$ cat src/rtl/starfield_layers_pkg.sv
// Shared constants and LFSR step function for starfield layers and other Galois LFSR users.
package starfield_layers_pkg;

  localparam int unsigned MaxLfsrW = 32;
  localparam int unsigned IdxW     = $clog2(MaxLfsrW);

  localparam logic [15:0] DefTaps = 16'b1000000001011;
  localparam logic [15:0] DefSeed = 16'h0001;

  typedef enum logic {StRun, StAdv} layer_state_e;

  // Galois step on the low w bits; callers truncate the result back to their width.
  function automatic logic [MaxLfsrW-1:0] lfsr_step(input logic [MaxLfsrW-1:0] l,
                                                    input logic [MaxLfsrW-1:0] taps,
                                                    input int unsigned         w);
    return (l << 1) ^ (l[IdxW'(w - 1)] ? taps : '0);
  endfunction

endpackage

$ cat src/rtl/starfield_layer.sv
// One star layer: LFSR, per-frame base, advance counter, RUN/ADV FSM, star and colour decode.
module starfield_layer
  import starfield_layers_pkg::*;
#(
  parameter int unsigned        LFSR_W    = 16,
  parameter logic [LFSR_W-1:0] TAPS      = LFSR_W'(DefTaps),
  parameter logic [LFSR_W-1:0] SEED      = LFSR_W'(DefSeed),
  parameter int unsigned        DENSITY   = 7,
  parameter int unsigned        AREA_LOG2 = 9
) (
  input  logic       i_clk,
  input  logic       i_rst_n,
  input  logic [9:0] i_hpos,
  input  logic [9:0] i_vpos,
  input  logic       i_frame_start,
  input  logic [3:0] i_speed,
  output logic       o_star_on,
  output logic [2:0] o_colour
);

  layer_state_e      r_state, w_state_d;
  logic [LFSR_W-1:0] r_lfsr, w_lfsr_d;
  logic [LFSR_W-1:0] r_base, w_base_d;
  logic [3:0]        r_cnt, w_cnt_d;
  logic [LFSR_W-1:0] w_step;
  logic              w_in_area;
  logic [2:0]        w_col;

  assign w_in_area = ((i_hpos >> AREA_LOG2) == 10'd0) && ((i_vpos >> AREA_LOG2) == 10'd0);
  assign w_step    = LFSR_W'(lfsr_step(MaxLfsrW'(r_lfsr), MaxLfsrW'(TAPS), LFSR_W));

  always_ff @(posedge i_clk or negedge i_rst_n) begin
    if (!i_rst_n) begin
      r_state <= StRun;
    end else begin
      r_state <= w_state_d;
    end
  end

  always_comb begin
    w_state_d = r_state;
    unique case (r_state)
      StRun:   if (i_frame_start) w_state_d = StAdv;
      StAdv:   if (!i_frame_start && (r_cnt == 4'd0)) w_state_d = StRun;
      default: w_state_d = StRun;
    endcase
  end

  // A frame_start pulse always restarts the advance from the stored base.
  always_comb begin
    w_lfsr_d = r_lfsr;
    w_base_d = r_base;
    w_cnt_d  = r_cnt;
    unique case (r_state)
      StRun: begin
        if (i_frame_start) begin
          w_lfsr_d = r_base;
          w_cnt_d  = i_speed;
        end else if (w_in_area) begin
          w_lfsr_d = w_step;
        end
      end
      StAdv: begin
        if (i_frame_start) begin
          w_lfsr_d = r_base;
          w_cnt_d  = i_speed;
        end else if (r_cnt != 4'd0) begin
          w_lfsr_d = w_step;
          w_cnt_d  = r_cnt - 4'd1;
        end else begin
          w_base_d = r_lfsr;
        end
      end
      default: ;
    endcase
  end

  always_ff @(posedge i_clk or negedge i_rst_n) begin
    if (!i_rst_n) begin
      r_lfsr <= SEED;
      r_base <= SEED;
      r_cnt  <= 4'd0;
    end else begin
      r_lfsr <= w_lfsr_d;
      r_base <= w_base_d;
      r_cnt  <= w_cnt_d;
    end
  end

  assign w_col     = r_lfsr[2:0];
  assign o_star_on = (r_state == StRun) && w_in_area && (&r_lfsr[LFSR_W-1 -: DENSITY]);
  assign o_colour  = (w_col == 3'd0) ? 3'b111 : w_col;

endmodule

$ cat src/rtl/starfield_layers.sv
// Multi-layer scrolling starfield: per-layer generators, lowest-index priority, registered rgb.
module starfield_layers
  import starfield_layers_pkg::*;
#(
  parameter int unsigned        LAYERS    = 2,
  parameter int unsigned        LFSR_W    = 16,
  parameter logic [LFSR_W-1:0] TAPS      = LFSR_W'(DefTaps),
  parameter logic [LFSR_W-1:0] SEED      = LFSR_W'(DefSeed),
  parameter int unsigned        DENSITY   = 7,
  parameter int unsigned        AREA_LOG2 = 9
) (
  input  logic                  i_clk,
  input  logic                  i_rst_n,
  input  logic [9:0]            i_hpos,
  input  logic [9:0]            i_vpos,
  input  logic                  i_display_on,
  input  logic                  i_frame_start,
  input  logic [4*LAYERS-1:0]   i_speed,
  output logic [2:0]            o_rgb
);

  logic [LAYERS-1:0] w_star;
  logic [2:0]        w_colour [LAYERS];
  logic [2:0]        w_rgb_d;
  logic [2:0]        r_rgb;

  for (genvar k = 0; k < LAYERS; k++) begin : g_layer
    starfield_layer #(
      .LFSR_W    (LFSR_W),
      .TAPS      (TAPS),
      .SEED      (SEED + LFSR_W'(k)),
      .DENSITY   (DENSITY),
      .AREA_LOG2 (AREA_LOG2)
    ) u_layer (
      .i_clk         (i_clk),
      .i_rst_n       (i_rst_n),
      .i_hpos        (i_hpos),
      .i_vpos        (i_vpos),
      .i_frame_start (i_frame_start),
      .i_speed       (i_speed[4*k +: 4]),
      .o_star_on     (w_star[k]),
      .o_colour      (w_colour[k])
    );
  end

  // Scan from the highest index down so the lowest-index star ends up winning.
  always_comb begin
    w_rgb_d = 3'b000;
    for (int k = LAYERS - 1; k >= 0; k--) begin
      if (w_star[k]) w_rgb_d = w_colour[k];
    end
    if (!i_display_on) w_rgb_d = 3'b000;
  end

  always_ff @(posedge i_clk or negedge i_rst_n) begin
    if (!i_rst_n) begin
      r_rgb <= 3'b000;
    end else begin
      r_rgb <= w_rgb_d;
    end
  end

  assign o_rgb = r_rgb;

endmodule

$ cat config.mk
export PLATFORM = sky130hd
export DESIGN_NAME = starfield_layers
export DESIGN_NICKNAME = d
export VERILOG_FILES = /design/src/rtl/starfield_layers_pkg.sv /design/src/rtl/starfield_layer.sv /design/src/rtl/starfield_layers.sv
export SDC_FILE = /design/constraint.sdc
export NUM_CORES = 1
export LEC_CHECK = 0
export ABC_AREA = 1
export CAP_MARGIN = 15
export CORE_UTILIZATION = 59
export CTS_BUF_LIST = sky130_fd_sc_hd__clkbuf_4 sky130_fd_sc_hd__clkbuf_8
export CTS_CLUSTER_DIAMETER = 80
export CTS_CLUSTER_SIZE = 10
export DETAILED_ROUTE_END_ITERATION = 10
export DONT_BUFFER_PORTS = 1
export PLACE_DENSITY = 0.75
export SLEW_MARGIN = 20
export SYNTH_ARGS = -nofsm -noshare
export SYNTH_HDL_FRONTEND = slang
export SYNTH_SLANG_ARGS = --single-unit
$ cat constraint.sdc
create_clock -name i_clk -period 2.2 [get_ports i_clk]
set_clock_uncertainty 0.1 [all_clocks]
set_input_delay 0.44 -clock i_clk [delete_from_list [all_inputs] [get_ports i_clk]]
set_output_delay 0.44 -clock i_clk [all_outputs]
set_load 0.01 [all_outputs]
Word-level counts from Yosys, hierarchy flattened:

Cells that the tools add are included.

* register bits: 77
* output and inout port bits: 3
* input port bits: 32
* word-level logic and storage cells: 78

* bitwise logic cells: 7
* mux-type cells: 30
* reduce and logical (&&, ||, !) cells: 24
* $add $sub $neg: 2
* equality and inequality tests: 6

Operator list (number)
* 2-to-1 mux 16 bit: 8
* one-hot mux 16 bit (2 select lines): 2
* bitwise XOR 16 bit: 2
* 2-to-1 mux 13 bit: 2
* 2-to-1 mux 4 bit: 6
* logical NOT 10 bit: 2
* one-hot mux 4 bit (2 select lines): 2
* 2-to-1 mux 3 bit: 5
* AND reduction 7 bit: 2
* inequality test 3 bit (second input constant): 3
* logical NOT 4 bit: 2
* AND reduction 2 bit: 4
* nonzero test 4 bit: 2
* subtractor 4 x 1 -> 4 bit (second input constant): 2
* logical AND 1 bit: 7
* logical NOT 3 bit: 2
* AND reduction 3 bit: 2
* inverter 1 bit: 5
* inequality test 2 bit (second input constant): 2
* one-hot mux 1 bit (2 select lines): 2
* 2-to-1 mux 1 bit: 3
* inequality test 3 x 2 -> 1 bit (second input constant): 1
* logical NOT 1 bit: 1

Depth between registers and ports, before layout:

* depth in word-level cells: 7
* gate-level depth with buffers: 10
* gate-level depth less buffers: 9

By module:

A second synthesis with hierarchy kept.

* cell total of the unflattened synthesis: 470
* area, all modules: 3772.4 um2

Modules (own cells, without submodules)
* starfield_layer: cells each 228, instances 2, sequential area each 928.4 um2, area each 1824.2 um2
* starfield_layers: cells each 14, instances 1, sequential area each 75.1 um2, area each 123.9 um2

Worst setup path before layout:

OpenSTA, ideal clock, no wires.

* path kind: register -> register
* start point: reg g_layer[0].u_layer.r_cnt[0]
* end point: reg g_layer[0].u_layer.r_lfsr[14]
* period minus slack after synthesis: 1555 ps
* setup time: 119 ps
* arrival: 1337 ps
* required time: 1981 ps
* stages on the path, launching flop included: 11
* slack: 645 ps
* buffers on the path: 1
* cells stage by stage: dfrtp_1 > inv_1 > ha_1 > inv_1 > nor2_2 > nand3_2 > nand2_4 > inv_4 > buf_6 > nand2_1 > o21ai_2

* word-level cells in the longest chain between the ends: 3

Ends and longest elaborated chain
* from (decl): RTL line starfield_layer.sv:24 `logic [3:0] r_cnt, w_cnt_d;`
* from (signal assigned): RTL line starfield_layer.sv:86 `r_cnt <= w_cnt_d;`
* nonzero test 4 bit: RTL line starfield_layer.sv:67 `end else if (r_cnt != 4'd0) begin`
* inequality test 3 bit (no line)
* AND reduction 2 bit (no line)
* to (signal assigned): RTL line starfield_layer.sv:84 `r_lfsr <= w_lfsr_d;`
* to (decl): RTL line starfield_layer.sv:22 `logic [LFSR_W-1:0] r_lfsr, w_lfsr_d;`

Every way passes these cells.
A chain may end at the register's enable or synchronous reset.

Worst setup path after layout:

* start point: reg g_layer[0].u_layer.r_cnt[0]
* end point: reg g_layer[0].u_layer.r_lfsr[15]

The elaborated chain is that of the path after synthesis.

==> flow_summary.toml <==
[run_status]
status = "finished, violations left"
violations = "hold timing"

[synthesis]
ys.flop_type = "dfrtp_1"
yosysSeqAreaShare_pct = 51.5
netlist_area_um2 = 3750
yosys_warnings = 0
syn_nets = 484
synth_edf_count = 0
netlist_instances = 448
synth_seq_cells = 77
async_flop_share_pct = 100
syn-mean-instance-area_um2 = 8.37
synth.distinct_cells = 29

[worst_hold_path]
hold_path_class = "primary input to async pin"

[clocking]
cts_root_buffer = "clkbuf_8"
cts_tree = "built"
clock_latency_ns = 0.35
htreeDepth = 3
cts_made_buffers = 9
postCtsSetupBuffers = 0
path_clk_slew_ns = 0.08
cts_max_path_buffers = 2
cts-resized-gates = 0
clock_sinks = 77

[place]
port_buffers = 0
pre_cts_ws_ns = 0.497
gp_congestion = 0.746
place_hpwl_mm = 4.17

[setup_path]
end_kind = "flop"
worst_ep_required_time_ns = 2.32
crit_type = "flop to flop"
cp.arrival_ns = 1.85
path_max_fanout = 30
r2r_slack_ns = 0.47
r2r_cells = 9
crit_path_start_kind = "flop"

[grt]
grt-ovfl-total = 0
grt_pass1_vias = 2489
grt_pass1_wl_mm = 11.0
track_usage_pct = 22.0
antenna_found_initial = 0
grt_max_degree = 78

[sta]
fin_hold_ws_ns = -0.318
fin_crit_ns = 1.73
setup_viol = 0
slew_headroom_pct = 70.9
min_period_over_period_pct = 78.6
setup_tns_ns = 0
fmax_mhz = 578
rsz0062_at_grt = "false"
drv_slew = 0
hold_violations = 77
tightest_slew_ns = 0.434
fin_ws_ns = 0.471

[floorplanning]
ios = 35
core_um2 = 6030
dieWidth_um = 81.7
rows = 28
die_y_um = 81.7
die-area_um2 = 6680
initial_core_util_pct = 62.2

[run]
cap_violations = 0

[drt]
post_drt_wl_per_cell_um = 12.5
drtAntennaViolNets = 0
first_pass_iters = 4
wirelength_mm = 6.51
route.detailed.drc = 0
vias = 2783
drt_first_iter_violations = 198
routed_via_density = 5.33

[cells_and_area]
drive_gt1_share_pct = 11.2
synthToLayoutAreaGrowth_pct = 5.21
fin_nets = 478
diodes = 0
post-route-util_pct = 65.4

[pwr]
p_per_area_nw_per_um2 = 1220
leakagePower_uw = 0.00173
ir_drop_uv = 754
==> state kept, by name, summed over array words and instances (netlist names) <==
name                     count
g_layer.u_layer.r_base      32
g_layer.u_layer.r_lfsr      32
g_layer.u_layer.r_cnt        8
o_rgb                        3
g_layer.u_layer.r_state      2
==> layout make-up <==
cell class	count	area, um^2
Sequential cell	77	1930
Inverter	47	179
Timing Repair Buffer	2	15.0
Clock inverter	3	42.5
Fill cell	496	2080
Tap cell	75	93.8
Clock buffer	13	173
Multi-Input combinational cell	305	1510
==> through the flow <==
| stage | instances | area [um^2] | power, uW |
|---|---|---|---|
| after floorplan | 448 | 3750 | 3480 |
| after global placement | 506 | 3730 | 3630 |
| after detailed placement | 506 | 3730 | 3720 |
| after CTS | 522 | 3940 | 4860 |
| after global routing | 522 | 3940 | 5220 |
| final | 522 | 3940 | 4810 |
==> worst max-delay path, cell delays in order (launching register included) <==
cell and delay, ns:
dfrtp_1 0.38, inv_1 0.14, ha_1 0.17, inv_1 0.05, nor2_2 0.18, nand3_2 0.14, nand2_4 0.10, inv_4 0.14
nand2_1 0.14, o21ai_2 0.06
==> kinds of logic after synthesis <==
| family | Yosys count | share of synthesized area, % |
|---|---|---|
| AO/OA/AOI/OAI | 120 | 18.1 |
| XOR/XNOR | 3 | 0.701 |
| adder cells (fa/ha/maj) | 4 | 1.34 |
| buffers and inverters | 66 | 8.21 |
| flip-flops | 77 | 51.5 |
| AND/OR/NAND/NOR | 178 | 20.1 |
==> synthesized netlist by cell type, types with 2 or more instances <==
master | count | area, um^2
nand2_1 | 140 | 526
dfrtp_1 | 73 | 1830
o21ai_0 | 68 | 340
inv_1 | 46 | 173
o21ai_1 | 26 | 130
nor2_1 | 15 | 56.3
o21ai_2 | 15 | 131
nand3_1 | 10 | 50.1
a21oi_1 | 9 | 45.0
buf_2 | 7 | 35.0
buf_6 | 6 | 67.6
clkbuf_1 | 5 | 18.8
dfstp_2 | 4 | 105
ha_1 | 4 | 50.1
nand2_4 | 3 | 33.8
nor2_2 | 2 | 12.5
nor2_4 | 2 | 22.5
xnor2_1 | 2 | 17.5
==> power by group <==
part	leakage [uW]	internal, uW	switching (uW)
Combinational	0.000605	530	924
Clock	0.000109	628	498
Sequential	0.00102	1930	304
Total	0.00173	3090	1730
==> metal layers <==
| metal | share of wire, % | vias to the layer above | GRT usage (%) |
|---|---|---|---|
| met5 | 0 | - | 0 |
| met1 | 48 | 1310 | 28.0 |
| li1 | - | 1418 | - |
| met4 | 1.6 | 0 | 8.42 |
| met2 | 46 | 46 | 36.5 |
| met3 | 4.0 | 9 | 5.22 |
==> path summary, 6_finish.rpt <==
check / from / endpoint
hold reg to reg: g_layer[1].u_layer.r_base[2]$_DFFE_PN0P_ / g_layer[1].u_layer.r_base[2]$_DFFE_PN0P_
min in group i_clk: i_display_on / o_rgb[0]$_DFF_PN0_
setup reg to reg: g_layer[0].u_layer.r_cnt[0]$_DFFE_PN0P_ / g_layer[0].u_layer.r_lfsr[15]$_DFFE_PN0P_
max in group asynchronous: i_rst_n / g_layer[1].u_layer.r_base[1]$_DFFE_PN1P_
setup / recovery: g_layer[0].u_layer.r_cnt[0]$_DFFE_PN0P_ / g_layer[0].u_layer.r_lfsr[15]$_DFFE_PN0P_
hold / removal: i_rst_n / g_layer[0].u_layer.r_cnt[0]$_DFFE_PN0P_
==> layout by cell type (no fill, tap or decap), types with 2 or more instances in the layout <==
| cell type | n |
|---|---|
| a21oi_1 | 9 |
| buf_4 | 2 |
| clkbuf_8 | 12 |
| dfrtp_1 | 73 |
| dfstp_2 | 4 |
| ha_1 | 4 |
| inv_1 | 46 |
| nand2_1 | 140 |
| nand2_4 | 3 |
| nand3_1 | 10 |
| nor2_1 | 15 |
| nor2_2 | 2 |
| nor2_4 | 2 |
| o21ai_0 | 68 |
| o21ai_1 | 26 |
| o21ai_2 | 15 |
| xnor2_1 | 2 |
(Power assumes the default switching activity.)
